**config.mk**
```make
export PLATFORM = sky130hd
export DESIGN_NAME = core_sequencer_flat
export DESIGN_NICKNAME = d
export VERILOG_FILES = /design/src/rtl/core_sequencer_if.sv /design/src/rtl/core_sequencer.sv /design/src/flat_wrapper.sv
export SDC_FILE = /design/constraint.sdc
export NUM_CORES = 1
export LEC_CHECK = 0
export ABC_AREA = 1
export BUFFER_PORTS_ARGS = -buffer_cell sky130_fd_sc_hd__buf_4
export CORE_UTILIZATION = 35
export CTS_CLUSTER_SIZE = 16
export DETAILED_ROUTE_END_ITERATION = 6
export HOLD_SLACK_MARGIN = 0.08
export PLACE_DENSITY_LB_ADDON = 0.1
export SLEW_MARGIN = 20
export SYNTH_ARGS = -nofsm -noshare
export SYNTH_HDL_FRONTEND = slang
export SYNTH_SLANG_ARGS = --single-unit
```
**constraint.sdc**
```tcl
create_clock -name clk -period 2.2 [get_ports clk]
set_input_delay 0.22 -clock clk [delete_from_list [all_inputs] [get_ports clk]]
set_output_delay 0.22 -clock clk [all_outputs]
set_load 0.05 [all_outputs]
```
**src/rtl/core_sequencer_if.sv**
```systemverilog
// Host/core side signal bundle of the attention-pass sequencer.
// master = host + core side, slave = sequencer.
interface core_sequencer_if #(
    parameter int ADDR_W = 4
);
    localparam int INST_W = 12 + 2 * ADDR_W;

    logic              start;
    logic              abort;
    logic [ADDR_W:0]   n_k;
    logic [ADDR_W:0]   n_q;
    logic              fifo_valid;
    logic [INST_W-1:0] host_inst;
    logic [INST_W-1:0] inst;
    logic              busy;
    logic              done;
    logic              err;

    modport master (
        output start, abort, n_k, n_q, fifo_valid, host_inst,
        input  inst, busy, done, err
    );

    modport slave (
        input  start, abort, n_k, n_q, fifo_valid, host_inst,
        output inst, busy, done, err
    );
endinterface

```
**src/rtl/core_sequencer.sv**
```systemverilog
// Drives the core instruction bus through one attention pass:
// kernel load, execute, then per-row drain/normalise into pmem.
module core_sequencer #(
    parameter int ADDR_W  = 4,
    parameter int GAP     = 2,
    parameter int TIMEOUT = 64
) (
    input logic             clk,
    input logic             reset,
    core_sequencer_if.slave bus
);
    localparam int INST_W = 12 + 2 * ADDR_W;
    localparam int CW     = ADDR_W + 1;
    localparam int TW     = $clog2(TIMEOUT + GAP + 1);
    localparam int OFIFO  = 8 + 2 * ADDR_W;
    localparam int DIV    = 9 + 2 * ADDR_W;
    localparam int ACC    = 10 + 2 * ADDR_W;
    localparam int SFP    = 11 + 2 * ADDR_W;

    localparam logic [CW-1:0] NMAX = {1'b1, {ADDR_W{1'b0}}};
    localparam logic [INST_W-1:0] RD_W =
        (INST_W'(1) << OFIFO) | (INST_W'(1) << ACC);
    localparam logic [INST_W-1:0] NORM_W = INST_W'(1) << DIV;

    typedef enum logic [3:0] {
        S_IDLE, S_KLOAD, S_GAP, S_EXEC, S_WAITF,
        S_RD, S_NORM, S_WR, S_DONE
    } state_t;

    state_t            state;
    logic [CW-1:0]     cnt;
    logic [CW-1:0]     nk;
    logic [CW-1:0]     nq;
    logic [TW-1:0]     tmo;
    logic [ADDR_W-1:0] row;
    logic [INST_W-1:0] inst_q;
    logic              busy_q;
    logic              done_q;
    logic              err_q;

    function automatic logic [INST_W-1:0] row_word(
        input logic [CW-1:0] a,
        input logic          exec
    );
        logic [INST_W-1:0] w;
        w = '0;
        w[8+ADDR_W +: ADDR_W] = a[ADDR_W-1:0];
        if (exec) begin
            w[5] = 1'b1;
            w[7] = 1'b1;
        end else begin
            w[3] = 1'b1;
            w[6] = 1'b1;
        end
        return w;
    endfunction

    function automatic logic [INST_W-1:0] wr_word(
        input logic [ADDR_W-1:0] r
    );
        logic [INST_W-1:0] w;
        w = '0;
        w[0]          = 1'b1;
        w[SFP]        = 1'b1;
        w[8 +: ADDR_W] = r;
        return w;
    endfunction

    logic start_ok;
    assign start_ok = (bus.n_k != '0) && (bus.n_k <= NMAX) &&
                      (bus.n_q != '0) && (bus.n_q <= NMAX);

    // inst_q always holds the word for the state being entered.
    always_ff @(posedge clk or posedge reset) begin
        if (reset) begin
            state  <= S_IDLE;
            cnt    <= '0;
            nk     <= '0;
            nq     <= '0;
            tmo    <= '0;
            row    <= '0;
            inst_q <= '0;
            busy_q <= 1'b0;
            done_q <= 1'b0;
            err_q  <= 1'b0;
        end else begin
            done_q <= 1'b0;
            err_q  <= 1'b0;
            if (bus.abort && state != S_IDLE) begin
                state  <= S_IDLE;
                inst_q <= '0;
                busy_q <= 1'b0;
                err_q  <= 1'b1;
            end else begin
                unique case (state)
                    S_IDLE: begin
                        if (bus.start && start_ok) begin
                            state  <= S_KLOAD;
                            nk     <= bus.n_k;
                            nq     <= bus.n_q;
                            cnt    <= '0;
                            inst_q <= row_word('0, 1'b0);
                            busy_q <= 1'b1;
                        end else if (bus.start) begin
                            err_q <= 1'b1;
                        end
                    end
                    S_KLOAD: begin
                        if (cnt == nk - 1'b1) begin
                            state  <= S_GAP;
                            tmo    <= '0;
                            inst_q <= '0;
                        end else begin
                            cnt    <= cnt + 1'b1;
                            inst_q <= row_word(cnt + 1'b1, 1'b0);
                        end
                    end
                    S_GAP: begin
                        if (tmo == TW'(GAP - 1)) begin
                            state  <= S_EXEC;
                            cnt    <= '0;
                            row    <= '0;
                            inst_q <= row_word('0, 1'b1);
                        end else begin
                            tmo <= tmo + 1'b1;
                        end
                    end
                    S_EXEC: begin
                        if (cnt == nq - 1'b1) begin
                            state  <= S_WAITF;
                            tmo    <= '0;
                            inst_q <= '0;
                        end else begin
                            cnt    <= cnt + 1'b1;
                            inst_q <= row_word(cnt + 1'b1, 1'b1);
                        end
                    end
                    S_WAITF: begin
                        if (bus.fifo_valid) begin
                            state  <= S_RD;
                            tmo    <= '0;
                            inst_q <= RD_W;
                        end else if (tmo == TW'(TIMEOUT - 1)) begin
                            state  <= S_IDLE;
                            busy_q <= 1'b0;
                            err_q  <= 1'b1;
                        end else begin
                            tmo <= tmo + 1'b1;
                        end
                    end
                    S_RD: begin
                        state  <= S_NORM;
                        inst_q <= NORM_W;
                    end
                    S_NORM: begin
                        state  <= S_WR;
                        inst_q <= wr_word(row);
                    end
                    S_WR: begin
                        inst_q <= '0;
                        if ({1'b0, row} == nq - 1'b1) begin
                            state  <= S_DONE;
                            done_q <= 1'b1;
                        end else begin
                            state <= S_WAITF;
                            row   <= row + 1'b1;
                            tmo   <= '0;
                        end
                    end
                    S_DONE: begin
                        state  <= S_IDLE;
                        inst_q <= '0;
                        busy_q <= 1'b0;
                    end
                    default: begin
                        state  <= S_IDLE;
                        inst_q <= '0;
                        busy_q <= 1'b0;
                    end
                endcase
            end
        end
    end

    assign bus.inst = (state == S_IDLE) ? bus.host_inst : inst_q;
    assign bus.busy = busy_q;
    assign bus.done = done_q;
    assign bus.err  = err_q;
endmodule

```
**src/flat_wrapper.sv**
```systemverilog
// flat-port wrapper written by rule: the top's interface ports become plain ports
module core_sequencer_flat 
#(
    parameter int ADDR_W  = 4,
    parameter int GAP     = 2,
    parameter int TIMEOUT = 64
)
  (clk, reset, bus_start, bus_abort, bus_n_k, bus_n_q, bus_fifo_valid, bus_host_inst, bus_inst, bus_busy, bus_done, bus_err);
  core_sequencer_if #(.ADDR_W(ADDR_W)) bus_i ();
  input logic clk;
  input logic reset;
  input wire logic [$bits(bus_i.start)-1:0] bus_start;
  input wire logic [$bits(bus_i.abort)-1:0] bus_abort;
  input wire logic [$bits(bus_i.n_k)-1:0] bus_n_k;
  input wire logic [$bits(bus_i.n_q)-1:0] bus_n_q;
  input wire logic [$bits(bus_i.fifo_valid)-1:0] bus_fifo_valid;
  input wire logic [$bits(bus_i.host_inst)-1:0] bus_host_inst;
  output wire logic [$bits(bus_i.inst)-1:0] bus_inst;
  output wire logic [$bits(bus_i.busy)-1:0] bus_busy;
  output wire logic [$bits(bus_i.done)-1:0] bus_done;
  output wire logic [$bits(bus_i.err)-1:0] bus_err;
  assign bus_i.start = bus_start;
  assign bus_i.abort = bus_abort;
  assign bus_i.n_k = bus_n_k;
  assign bus_i.n_q = bus_n_q;
  assign bus_i.fifo_valid = bus_fifo_valid;
  assign bus_i.host_inst = bus_host_inst;
  assign bus_inst = bus_i.inst;
  assign bus_busy = bus_i.busy;
  assign bus_done = bus_i.done;
  assign bus_err = bus_i.err;
  core_sequencer #(.ADDR_W(ADDR_W), .GAP(GAP), .TIMEOUT(TIMEOUT)) u_core (.clk(clk), .reset(reset), .bus(bus_i));
endmodule
```
==> results.sh <==
export IMPL_status="completed"
export IMPL_viasPerCell=4.80
export IMPL_crit_type="flip-flop to primary output"
export IMPL_cap_violations=0
export IMPL_power_density_nw_per_um2=1450
export IMPL_period_needed_ns=2.04
export IMPL_synth_area_um2=3150
export IMPL_grt_pass1_vias=2877
export IMPL_fp_dieH_um=96.9
export IMPL_async_reset_ff_share_pct=100
export IMPL_drcViolationCount=0
export IMPL_cp_data_required_time_ns=1.98
export IMPL_fin_util_pct=43.5
export IMPL_vias=2974
export IMPL_synth_edf_count=0
export IMPL_cp_max_fo=26
export IMPL_start_util_pct=36.2
export IMPL_grt_start_max_net_pins=28
export IMPL_wl_per_cell_um=12.6
export IMPL_nFillCells=944
export IMPL_antenna_found_initial=0
export IMPL_cts_sinks=46
export IMPL_yosysUniqueCellTypes=38
export IMPL_synth_seq_cells=46
export IMPL_cts_root_buf="clkbuf_8"
export IMPL_fin_ws_ns=0.157
export IMPL_startpoint_type="flip-flop"
export IMPL_antennaDiodeCount=0
export IMPL_dr_pass1_iters=4
export IMPL_syn_inst=450
export IMPL_drt_total_wl_um=7800
export IMPL_numCtsBuffers=5
export IMPL_synth_nets=491
export IMPL_fin_nets=551
export IMPL_hold_viol=0
export IMPL_chipWidth_um=96.9
export IMPL_grt_overflow_total=0
export IMPL_worstMarginPinSlew_ns=0.818
export IMPL_drive_gt1_share_pct=20.7
export IMPL_fin_crit_sh_pct=92.9
export IMPL_place_port_buffers=57
export IMPL_clkLatencyLatePin_ns=0.31
export IMPL_p_leak_nw=2.00
export IMPL_cts_tree="built"
export IMPL_rrSetupSlack_ns=0.19
export IMPL_critPathCaptureType="primary output"
export IMPL_avgSynthCellArea_um2=7.01
export IMPL_cts_buffer_depth=2
export IMPL_dp_hpwl_um=6210
export IMPL_ir_worst_vdd_v=0.000365
export IMPL_clk_pin_slew_worst_paths_ns=0.10
export IMPL_slew_headroom_pct=45.1
export IMPL_post_cts_setup_buffers=0
export IMPL_fmax_mhz=490
export IMPL_min_path_cells=3
export IMPL_yosysTopAreaCell="dfrtp_1"
export IMPL_drt_initial_drc_count=89
export IMPL_slew_violations=0
export IMPL_gr_usage_all_layers_pct=17.5
export IMPL_ios=58
export IMPL_num_rows=34
export IMPL_ys_flop_type="dfrtp_1"
export IMPL_ant_nets=0
export IMPL_gp_congestion=0.865
export IMPL_fin_skew_ns=0.00663
export IMPL_preCtsSetupSlack_ns=0.220
export IMPL_yosys_warnings=0
export IMPL_netlist_top_cells_area="dfrtp_1 (37%), nand2_1 (17%), nand3_1 (6.5%)"
export IMPL_synthToLayoutAreaGrowth_pct=20.4
export IMPL_hp_class="input pin to flip-flop"
export IMPL_synth_top_area_share_pct=36.5
export IMPL_setup_violations=0
export IMPL_synth_seq_area_share_pct=36.5
export IMPL_core_area_um2=8720
export IMPL_reg2reg_depth=11
export IMPL_htreeDepth=2
export IMPL_cp_arrival_ns=1.82
export IMPL_grt_pass1_wl_um=13500
export IMPL_die_area_um2=9390
## critical path: stages, from the launching register on
cell and delay, ns:
dfrtp_2 0.49, nor2_4 0.19, nand2_4 0.15, inv_2 0.12, buf_6 0.19, nand2_1 0.06
o21ai_0 0.08, buf_4 0.22
## flip-flops by register name (all words and copies together), names as in the netlist
name	cells
u_core.nk	5
u_core.tmo	7
u_core.row	4
u_core.cnt	5
u_core.inst_q	13
u_core.bus.busy	1
u_core.bus.err	1
u_core.state	4
u_core.nq	5
u_core.bus.done	1
## layout make-up
| cell class | count | area (µm²) | area share [%] |
|---|---|---|---|
| clock buffer | 5 | 68.8 | 1.81 |
| clock inverter | 3 | 23.8 | 0.626 |
| inverter | 58 | 218 | 5.73 |
| multi-input combinational | 336 | 1710 | 45.0 |
| sequential | 46 | 1150 | 30.3 |
| tap | 108 | 135 | 3.56 |
| timing repair buffer | 63 | 492 | 12.9 |
## Yosys cell counts, types with 4 or more instances
master	n
ha_1	6
nand4_1	4
nand2_4	6
nand3_2	4
o21ai_2	5
clkbuf_1	4
buf_6	5
xor2_1	8
inv_1	53
o21ai_0	39
nand2_1	142
nand3_1	41
nor2_2	5
o22ai_1	4
dfrtp_1	46
nor2_1	40
nor3_1	4
inv_2	4
## cell usage in the layout, fill, tap and decap left out, drive strengths merged, types with 3 or more instances in the layout
master  netlist  routed
a21oi         3       3
buf           6      62
clkbuf        4       5
dfrtp        46      46
ha            6       6
inv          57      57
nand2       150     150
nand3        46      46
nand4         4       4
nor2         48      48
nor3          6       6
o21ai        47      47
o22ai         4       4
xor2          8       8
## per-stage QoR
step	setup TNS [ns]	cells	area [µm²]	power, mW	hold slack [ns]
after global placement	0	610	3690	4.93	0.324
after CTS	0	619	3790	5.54	0.109
final	0	619	3800	5.50	0.122
after floorplan	-0.141	450	3150	4.14	0.341
after detailed placement	0	610	3690	4.96	0.325
after global routing	-0.00848	619	3800	6.00	0.122
## power breakdown
part | internal [mW] | switching [mW]
logic | 1.12 | 2.45
clock network | 0.228 | 0.328
registers | 1.12 | 0.259
total | 2.46 | 3.04
## cells by family (layout without fill, tap and decap cells)
kind of cell	count (synthesis)	after routing	share of synthesized area [%]
buf+inv	68	129	9.32
flops	46	46	36.5
xor+xnor	10	10	2.78
compound gates	60	60	10.7
fa+ha+maj	6	6	2.38
simple gates	260	260	38.3
## worst paths after layout
| path | startpoint | endpoint |
|---|---|---|
| min reg2reg | u_core.inst_q[0] | u_core.inst_q[0] |
| max reg2reg | u_core.nq[0] | u_core.tmo[5] |
| max in group asynchronous | reset | u_core.cnt[3] |
| min in group asynchronous | reset | u_core.state[3] |
| min | bus_n_q[2] | u_core.nq[2] |
| max | u_core.state[0] | bus_inst[14] |
## what timing repair did
action,CTS,global route
resized for setup,0,3
setup endpoints to repair,0,18
hold endpoints to repair,19,0
hold buffers,1,0
## routing by layer
metal	track usage, %	share of wire [%]	vias to the layer above
met2	28.6	45	82
met4	5.17	1.7	0
met3	2.31	4.7	10
li1	-	-	1550
met1	24.1	48	1332
met5	0	0	-
Note: power is estimated with default switching activity, not from simulation.
